`src/rtl/pipeline_accum_stage.sv`:
```
// -----------------------------------------------------------------------------
// pipeline_accum_stage
//
// Purpose:
//     Downstream neighbour of the 3-stage pipeline unit. Accepted 32-bit words
//     are buffered in a small circular FIFO, then summed in groups of GROUP
//     words. Each completed group sum is presented to the next stage with the
//     same valid/stall/flush handshake that the upstream unit uses.
//
// Optional feature (compile-time macro):
//     ACC_SATURATE_EN - when defined, every accumulator addition clamps at
//                       2^ACC_W-1. When undefined, additions wrap modulo
//                       2^ACC_W and no clamp logic exists.
//
// Parameters:
//     DEPTH  - input FIFO entries (>= 2)
//     GROUP  - words summed per result (>= 1)
//     ACC_W  - accumulator / result width (>= 32, inputs zero-extended)
//
// Ports:
//     clk        in   1      single clock, rising edge
//     reset      in   1      synchronous active-low reset
//     in_flush   in   1      flush from upstream stage
//     inputs     in   32     data word from upstream
//     in_valid   in   1      upstream word valid
//     in_stall   in   1      downstream stall, hold current result
//     outputs    out  ACC_W  group sum
//     out_valid  out  1      outputs holds a valid sum
//     out_flush  out  1      flush forwarded downstream (in_flush delayed 1)
//     out_stall  out  1      stall to upstream, high when FIFO full
// -----------------------------------------------------------------------------
module pipeline_accum_stage #(
    parameter int DEPTH = 2,
    parameter int GROUP = 4,
    parameter int ACC_W = 32
) (
    input  logic             clk,
    input  logic             reset,
    input  logic             in_flush,
    input  logic [31:0]      inputs,
    input  logic             in_valid,
    input  logic             in_stall,
    output logic [ACC_W-1:0] outputs,
    output logic             out_valid,
    output logic             out_flush,
    output logic             out_stall
);

    localparam int PTR_W = (DEPTH > 1) ? $clog2(DEPTH) : 1;
    localparam int CNT_W = $clog2(DEPTH + 1);
    localparam int GRP_W = (GROUP > 1) ? $clog2(GROUP) : 1;

    localparam logic [PTR_W-1:0] PTR_LAST = PTR_W'(DEPTH - 1);
    localparam logic [CNT_W-1:0] CNT_FULL = CNT_W'(DEPTH);
    localparam logic [GRP_W-1:0] GRP_LAST = GRP_W'(GROUP - 1);

    logic [31:0]      r_mem [DEPTH];
    logic [PTR_W-1:0] r_wr_ptr;
    logic [PTR_W-1:0] r_rd_ptr;
    logic [CNT_W-1:0] r_count;
    logic [GRP_W-1:0] r_grp_cnt;
    logic [ACC_W-1:0] r_acc;
    logic [ACC_W-1:0] r_outputs;
    logic             r_out_valid;
    logic             r_out_flush;

    logic             w_full;
    logic             w_hold;
    logic             w_push;
    logic             w_pop;
    logic             w_last;
    logic [31:0]      w_rd_word;
    logic [ACC_W-1:0] w_sum;

    // out_stall comes only from the registered count, so upstream never sees
    // a combinational path from in_valid or in_stall.
    always_comb begin
        w_full    = (r_count == CNT_FULL);
        w_hold    = r_out_valid & in_stall;
        w_push    = in_valid & ~w_full & ~in_flush;
        w_pop     = (r_count != '0) & ~w_hold;
        w_last    = (r_grp_cnt == GRP_LAST);
        w_rd_word = r_mem[r_rd_ptr];
    end

`ifdef ACC_SATURATE_EN
    // One extra bit catches the carry; any carry pins the sum at all-ones.
    logic [ACC_W:0] w_sum_full;
    assign w_sum_full = {1'b0, r_acc} + {1'b0, ACC_W'(w_rd_word)};
    assign w_sum      = w_sum_full[ACC_W] ? '1 : w_sum_full[ACC_W-1:0];
`else
    assign w_sum = r_acc + ACC_W'(w_rd_word);
`endif

    // Storage needs no reset; pointers and count define what is live.
    always_ff @(posedge clk) begin
        if (w_push) begin
            r_mem[r_wr_ptr] <= inputs;
        end
    end

    always_ff @(posedge clk) begin
        if (!reset) begin
            r_wr_ptr    <= '0;
            r_rd_ptr    <= '0;
            r_count     <= '0;
            r_grp_cnt   <= '0;
            r_acc       <= '0;
            r_outputs   <= '0;
            r_out_valid <= 1'b0;
            r_out_flush <= 1'b0;
        end else begin
            r_out_flush <= in_flush;
            if (in_flush) begin
                // Flush beats any push or completing pop in the same cycle.
                r_wr_ptr    <= '0;
                r_rd_ptr    <= '0;
                r_count     <= '0;
                r_grp_cnt   <= '0;
                r_acc       <= '0;
                r_outputs   <= '0;
                r_out_valid <= 1'b0;
            end else begin
                if (w_push) begin
                    r_wr_ptr <= (r_wr_ptr == PTR_LAST) ? '0 : r_wr_ptr + PTR_W'(1);
                end
                if (w_pop) begin
                    r_rd_ptr <= (r_rd_ptr == PTR_LAST) ? '0 : r_rd_ptr + PTR_W'(1);
                end
                case ({w_push, w_pop})
                    2'b10:   r_count <= r_count + CNT_W'(1);
                    2'b01:   r_count <= r_count - CNT_W'(1);
                    default: r_count <= r_count;
                endcase

                if (w_pop) begin
                    if (w_last) begin
                        r_outputs   <= w_sum;
                        r_out_valid <= 1'b1;
                        r_acc       <= '0;
                        r_grp_cnt   <= '0;
                    end else begin
                        r_acc       <= w_sum;
                        r_grp_cnt   <= r_grp_cnt + GRP_W'(1);
                        r_out_valid <= 1'b0;
                    end
                end else if (!w_hold) begin
                    // outputs keeps its last value once valid drops.
                    r_out_valid <= 1'b0;
                end
            end
        end
    end

    assign outputs   = r_outputs;
    assign out_valid = r_out_valid;
    assign out_flush = r_out_flush;
    assign out_stall = w_full;

endmodule

```
`config.mk`:
```
export PLATFORM = sky130hd
export DESIGN_NAME = pipeline_accum_stage
export DESIGN_NICKNAME = d
export VERILOG_FILES = /design/src/rtl/pipeline_accum_stage.sv
export SDC_FILE = /design/constraint.sdc
export NUM_CORES = 1
export LEC_CHECK = 0
export ABC_AREA = 1
export BUFFER_PORTS_ARGS = -buffer_cell sky130_fd_sc_hd__buf_4
export CAP_MARGIN = 20
export CORE_MARGIN = 10
export CORE_UTILIZATION = 40
export CTS_BUF_LIST = sky130_fd_sc_hd__clkbuf_4
export CTS_CLUSTER_DIAMETER = 150
export DETAILED_ROUTE_END_ITERATION = 10
export PLACE_DENSITY = 0.55
export REMOVE_ABC_BUFFERS = 1
export SYNTH_ARGS = -nofsm -noshare
export SYNTH_HDL_FRONTEND = slang
export SYNTH_SLANG_ARGS = --single-unit
```
`constraint.sdc`:
```
create_clock -name clk -period 3.4 [get_ports clk]
set_input_delay 0.17 -clock clk [delete_from_list [all_inputs] [get_ports clk]]
set_output_delay 0.17 -clock clk [all_outputs]
set_load 0.05 [all_outputs]
```
**Word level (Yosys, flattened, before mapping)**

Memories as Yosys holds them, arrays and structs flattened. A register that Yosys moved wholly into a read port is not among the register bits.
Index checks and enable logic that the tools add are counted.

- Input bits: 37
- Output and inout bits: 35
- Memory bits (writable): 64
- Bits in registers: 72
- Memories kept: 1

- Bitwise logic cells: 8
- Muxes and demuxes: 12
- Eq/ne operators: 5
- Reduce and logical (&&, ||, !) cells: 4
- Add/subtract/negate cells: 6

Memories:

| memory | words | width | rd ports | clocked after Yosys merged registers in | wr ports | RTL line | text |
|---|---|---|---|---|---|---|---|
| r_mem | 2 | 32 | 1 | 1 | 1 | 57 | `logic [31:0] r_mem [DEPTH];` |

Operator list:

| kind | count |
|---|---|
| 32-bit adder | 1 |
| 32-bit two-way mux | 1 |
| 1-bit two-way mux | 9 |
| 2-bit equality test (second input constant) | 3 |
| 2-bit by 1-bit adder with 2-bit output (second input constant) | 2 |
| 1-bit bitwise AND | 4 |
| 1-bit NOT | 4 |
| 2-bit case mux with 2 select lines | 1 |
| 2-bit nonzero test | 2 |
| 1-bit adder (second input constant) | 2 |
| 2-bit by 1-bit equality test with 1-bit output (second input constant) | 1 |
| 2-bit two-way mux | 1 |
| 2-bit by 1-bit != test with 1-bit output (second input constant) | 1 |
| 2-bit AND reduction | 1 |
| 2-bit OR reduction | 1 |
| 2-bit by 1-bit subtractor with 2-bit output (second input constant) | 1 |

**Logic depth before layout (Yosys ltp)**

- Depth in word-level cells: 6
- Gate-level depth with buffers: 18
- Gate-level depth less buffers: 16

**Least setup slack after synthesis**

Ideal clock, no wire load.

- Path type: register -> register
- Start: register r_count[0]
- End: memory r_mem[1][0] (enable)
- Slack: 0.588 ns
- Data arrival time: 2.389 ns
- Stages on the path, launching flop included: 5
- Clock period less this slack: 2.812 ns
- Path buffers: 0
- Cells stage by stage: dfxtp_1 > nor2_1 > nor3_1 > inv_1 > nor2_1

- Longest elaborated chain between the ends: 6

RTL lines:

| element | RTL line | text |
|---|---|---|
| start, declared | 60 | `logic [CNT_W-1:0] r_count;` |
| start signal, assigned | 131 | `2'b10: r_count <= r_count + CNT_W'(1);` |
| start signal, assigned | 132 | `2'b01: r_count <= r_count - CNT_W'(1);` |
| start signal, assigned | 133 | `default: r_count <= r_count;` |
| 2-bit equality test | 78 | `w_full = (r_count == CNT_FULL);` |
| via out_stall | 46 | `output logic out_stall` |
| 1-bit NOT | 80 | `w_push = in_valid & ~w_full & ~in_flush;` |
| 1-bit bitwise AND (2 in series) | 80 |  |
| 1-bit two-way mux | 97 | `if (w_push) begin` |
| 1-bit two-way mux (implied by the code) | 98 | `r_mem[r_wr_ptr] <= inputs;` |
| end, declared | 57 |  |

The timed path passes the listed nets, and every way through them passes these cells.

==> metrics <==
status finished, final reports clean; Setup WS pre-CTS 0.7096 ns; RSZ-0062 raised after global routing false; top_reg_cell synth dfxtp_1; total number of H-tree levels 4; worst-margin pin slew 0.8541 ns; Vias 5865; drt first-iter violations 251; # setup viols final 0; top post-synthesis cells by area edfxtp_1, dfxtp_1, nand2_1; routability cong. 0.9123; area share of the largest cell type after synthesis 25.89%; Post-synth EDFFs 64; critical path class flop to flop; Data required, critical path 3.90 ns; Async S/R FF share, synth 0%; drc violations 0; critical path startpoint category flop; vias per cell 4.532; antenna violations before repair 1; sequential element share of the synthesized area 45.58%; core footprint 0.01809 mm^2; GRT overflow 0; Die X 156.2 um; worst reg2reg endpoint outputs[23]$_SDFFE_PP0P_; Worst EP arrival 3.17 ns; Synth Instances 937; die area 0.02440 mm^2; synth-to-layout area growth 19.84%; final instance area 0.008895 mm^2; Hold Crit Depth 5; Post-Syn Area 0.007422 mm^2; Post-DP HPWL 13150 um; first-pass iteration count of the detailed router 4; Rel. slew slack 42.98%; most used cell, CP nand2_1; initial core utilization 41.04%; element type at the critical path end flop; Post-synth top cells nand2_1, inv_1, dfxtp_1, edfxtp_1, a21oi_1; vias in the first global route 5838; family with the most delay on the worst path simple AND/OR/NAND/NOR gates; count of different cell masters after synthesis 35; maximum buffer depth of the clock tree 2; Site Rows 49; clock latency on the worst-skew pair 0.58 ns; critical path's slowest cell mux2_2; Final WS setup 0.7282 ns; Pwr Density 377.1 mW/mm^2; reg2reg path depth 15; Leakage 4.348 nW; Synth Area per Inst 7.921 um^2; PortBufs 71; achievable frequency 374.3 MHz; cts hold-fix bufs 36; Detail Route Antenna Nets 0; clk slew on worst S/H paths 0.13 ns; maxcap violations 0; Detailed Route WL 17830 um; Yosys warning total 0; number of synthesized register bits 137; Period Utilization, post-route 78.58%; TNS Setup 0 ns; hold_sp in_valid; fin crit period 2.672 ns; CP Buf/Inv Count 2; worst hold path class input port to flop; CTS root buf clkbuf_4; fin nets 1121; first-pass GRT wire length 29850 um; layout cell share with drive strength beyond 1 16.09%; clock skew 0.01930 ns; TritonCTS clock tree built; fin. max-slew vios 0; crit-path max cell delay 0.39 ns; placed insts 1224; CP Max Fanout 20; final hold slack 0.03201 ns; WL/cell 13.78 um; CTS sink cnt 137; placed standard-cell area 0.008220 mm^2; top-count cell post-synth nand2_1; I/O pins 72; Reg2Reg Setup Slack 0.73 ns; Post-Layout Cell Count 1294; All-Layer GR Usage 15.33%; CTS buffer count 17; Worst path depth 15; VDD IR max 215.7 uV; # resized after CTS 0; post-synth top area cell edfxtp_1; Die Y 156.2 um; largest net degree at the start of global routing 46; final hold vios 0; Setup Buffers After CTS 0; Hold EP r_wr_ptr$_SDFFE_PP0P_; CP Cell Sequence buf_4 > mux2_2 > ha_1 > nand2_1 > nor2_1 > and2_1 > nand2_1 > nand2_2 > nand2_2 > nand2_1 > nand2_1 > nand2_1 > nand2_1 > nand2_1 > inv_1
==> how the worst max path moves through the flow <==
| stage | end | slack, ns |
|---|---|---|
| detailed placement | outputs[23]$_SDFFE_PP0P_ | 0.71 |
| global placement | outputs[23]$_SDFFE_PP0P_ | 0.71 |
| global route | outputs[28]$_SDFFE_PP0P_ | 0.45 |
| finish | outputs[23]$_SDFFE_PP0P_ | 0.73 |
| CTS | outputs[23]$_SDFFE_PP0P_ | 0.70 |
| floorplan | r_acc[24]$_SDFFE_PP0P_ | 0.47 |
==> tightest hold or removal path, delay by kind of cell <==
kind | cells | cell delay (ns)
buffers and inverters | 2 | 0.14
and+or+nand+nor | 2 | 0.10
AOI/OAI and AO/OA | 1 | 0.15
==> final cells by class <==
class                      instances  area, um^2
clock buffer                      17       127.6
antenna                            2       5.005
clock inverter                    15       181.4
inverter                         157       591.8
fill                            1762        9191
sequential                       137        3383
multi-input combinational        621        3358
tap                              229       286.5
timing repair buffer             116       960.9
==> cell families after synthesis <==
group                    share of synthesized area [%]
flip-flops                                       45.58
AO/OA/AOI/OAI                                    9.137
XOR/XNOR                                         1.989
buffers and inverters                            9.373
multiplexers                                     4.703
adder cells (fa/ha/maj)                          5.833
AND/OR/NAND/NOR                                  23.38
==> sequential cells by signal, indices dropped and copies added (netlist names), named ones only <==
register and flops:
out_valid 1, r_wr_ptr 1, r_count 2, out_flush 1
r_acc 32, outputs 32, r_grp_cnt 2, r_mem 64
r_rd_ptr 1
==> where the power goes <==
| part | switching, mW | internal (mW) |
|---|---|---|
| registers | 0.0122 | 1.76 |
| logic | 0.239 | 0.161 |
| clock network | 0.613 | 0.570 |
==> stage by stage <==
step	total power, mW	utilization (%)
6_report	3.354	49.18
5_1_grt	3.507	49.18
4_1_cts	3.392	49.15
3_5_place_dp	2.179	45.45
3_3_place_gp	2.180	45.45
2_1_floorplan	2.045	-
==> layer usage <==
layer | vias up | global-route usage [%] | share of wire, %
li1 | 3191 | - | -
met1 | 2571 | 21.24 | 52
met4 | 0 | 5.258 | 1.5
met2 | 85 | 23.01 | 43
met3 | 18 | 3.509 | 3.6
met5 | - | 0 | 0
==> cell usage in the layout, fill, tap and decap left out, types with 2 or more instances in the layout <==
master         instances
nor2_2                 5
o21ai_1               11
dfxtp_1               73
a21o_1                 3
nor2_4                 2
clkinv_1               5
inv_2                  2
clkbuf_4              17
dlygate4sd3_1         36
diode_2                2
and2_1                 2
o21bai_1              15
o21ai_0               13
nand3_2                4
nand2_1              314
nand3_1               31
nand3b_1               3
o21a_1                13
nor2_1                44
nor3_1                 4
nand2_2               13
clkinv_2               3
clkinvlp_4             3
ha_1                  33
a21oi_1               58
inv_1                153
xor2_1                14
bufinv_16              4
edfxtp_1              64
buf_4                 80
mux2_2                31
Note: power is estimated with default switching activity, not from simulation.
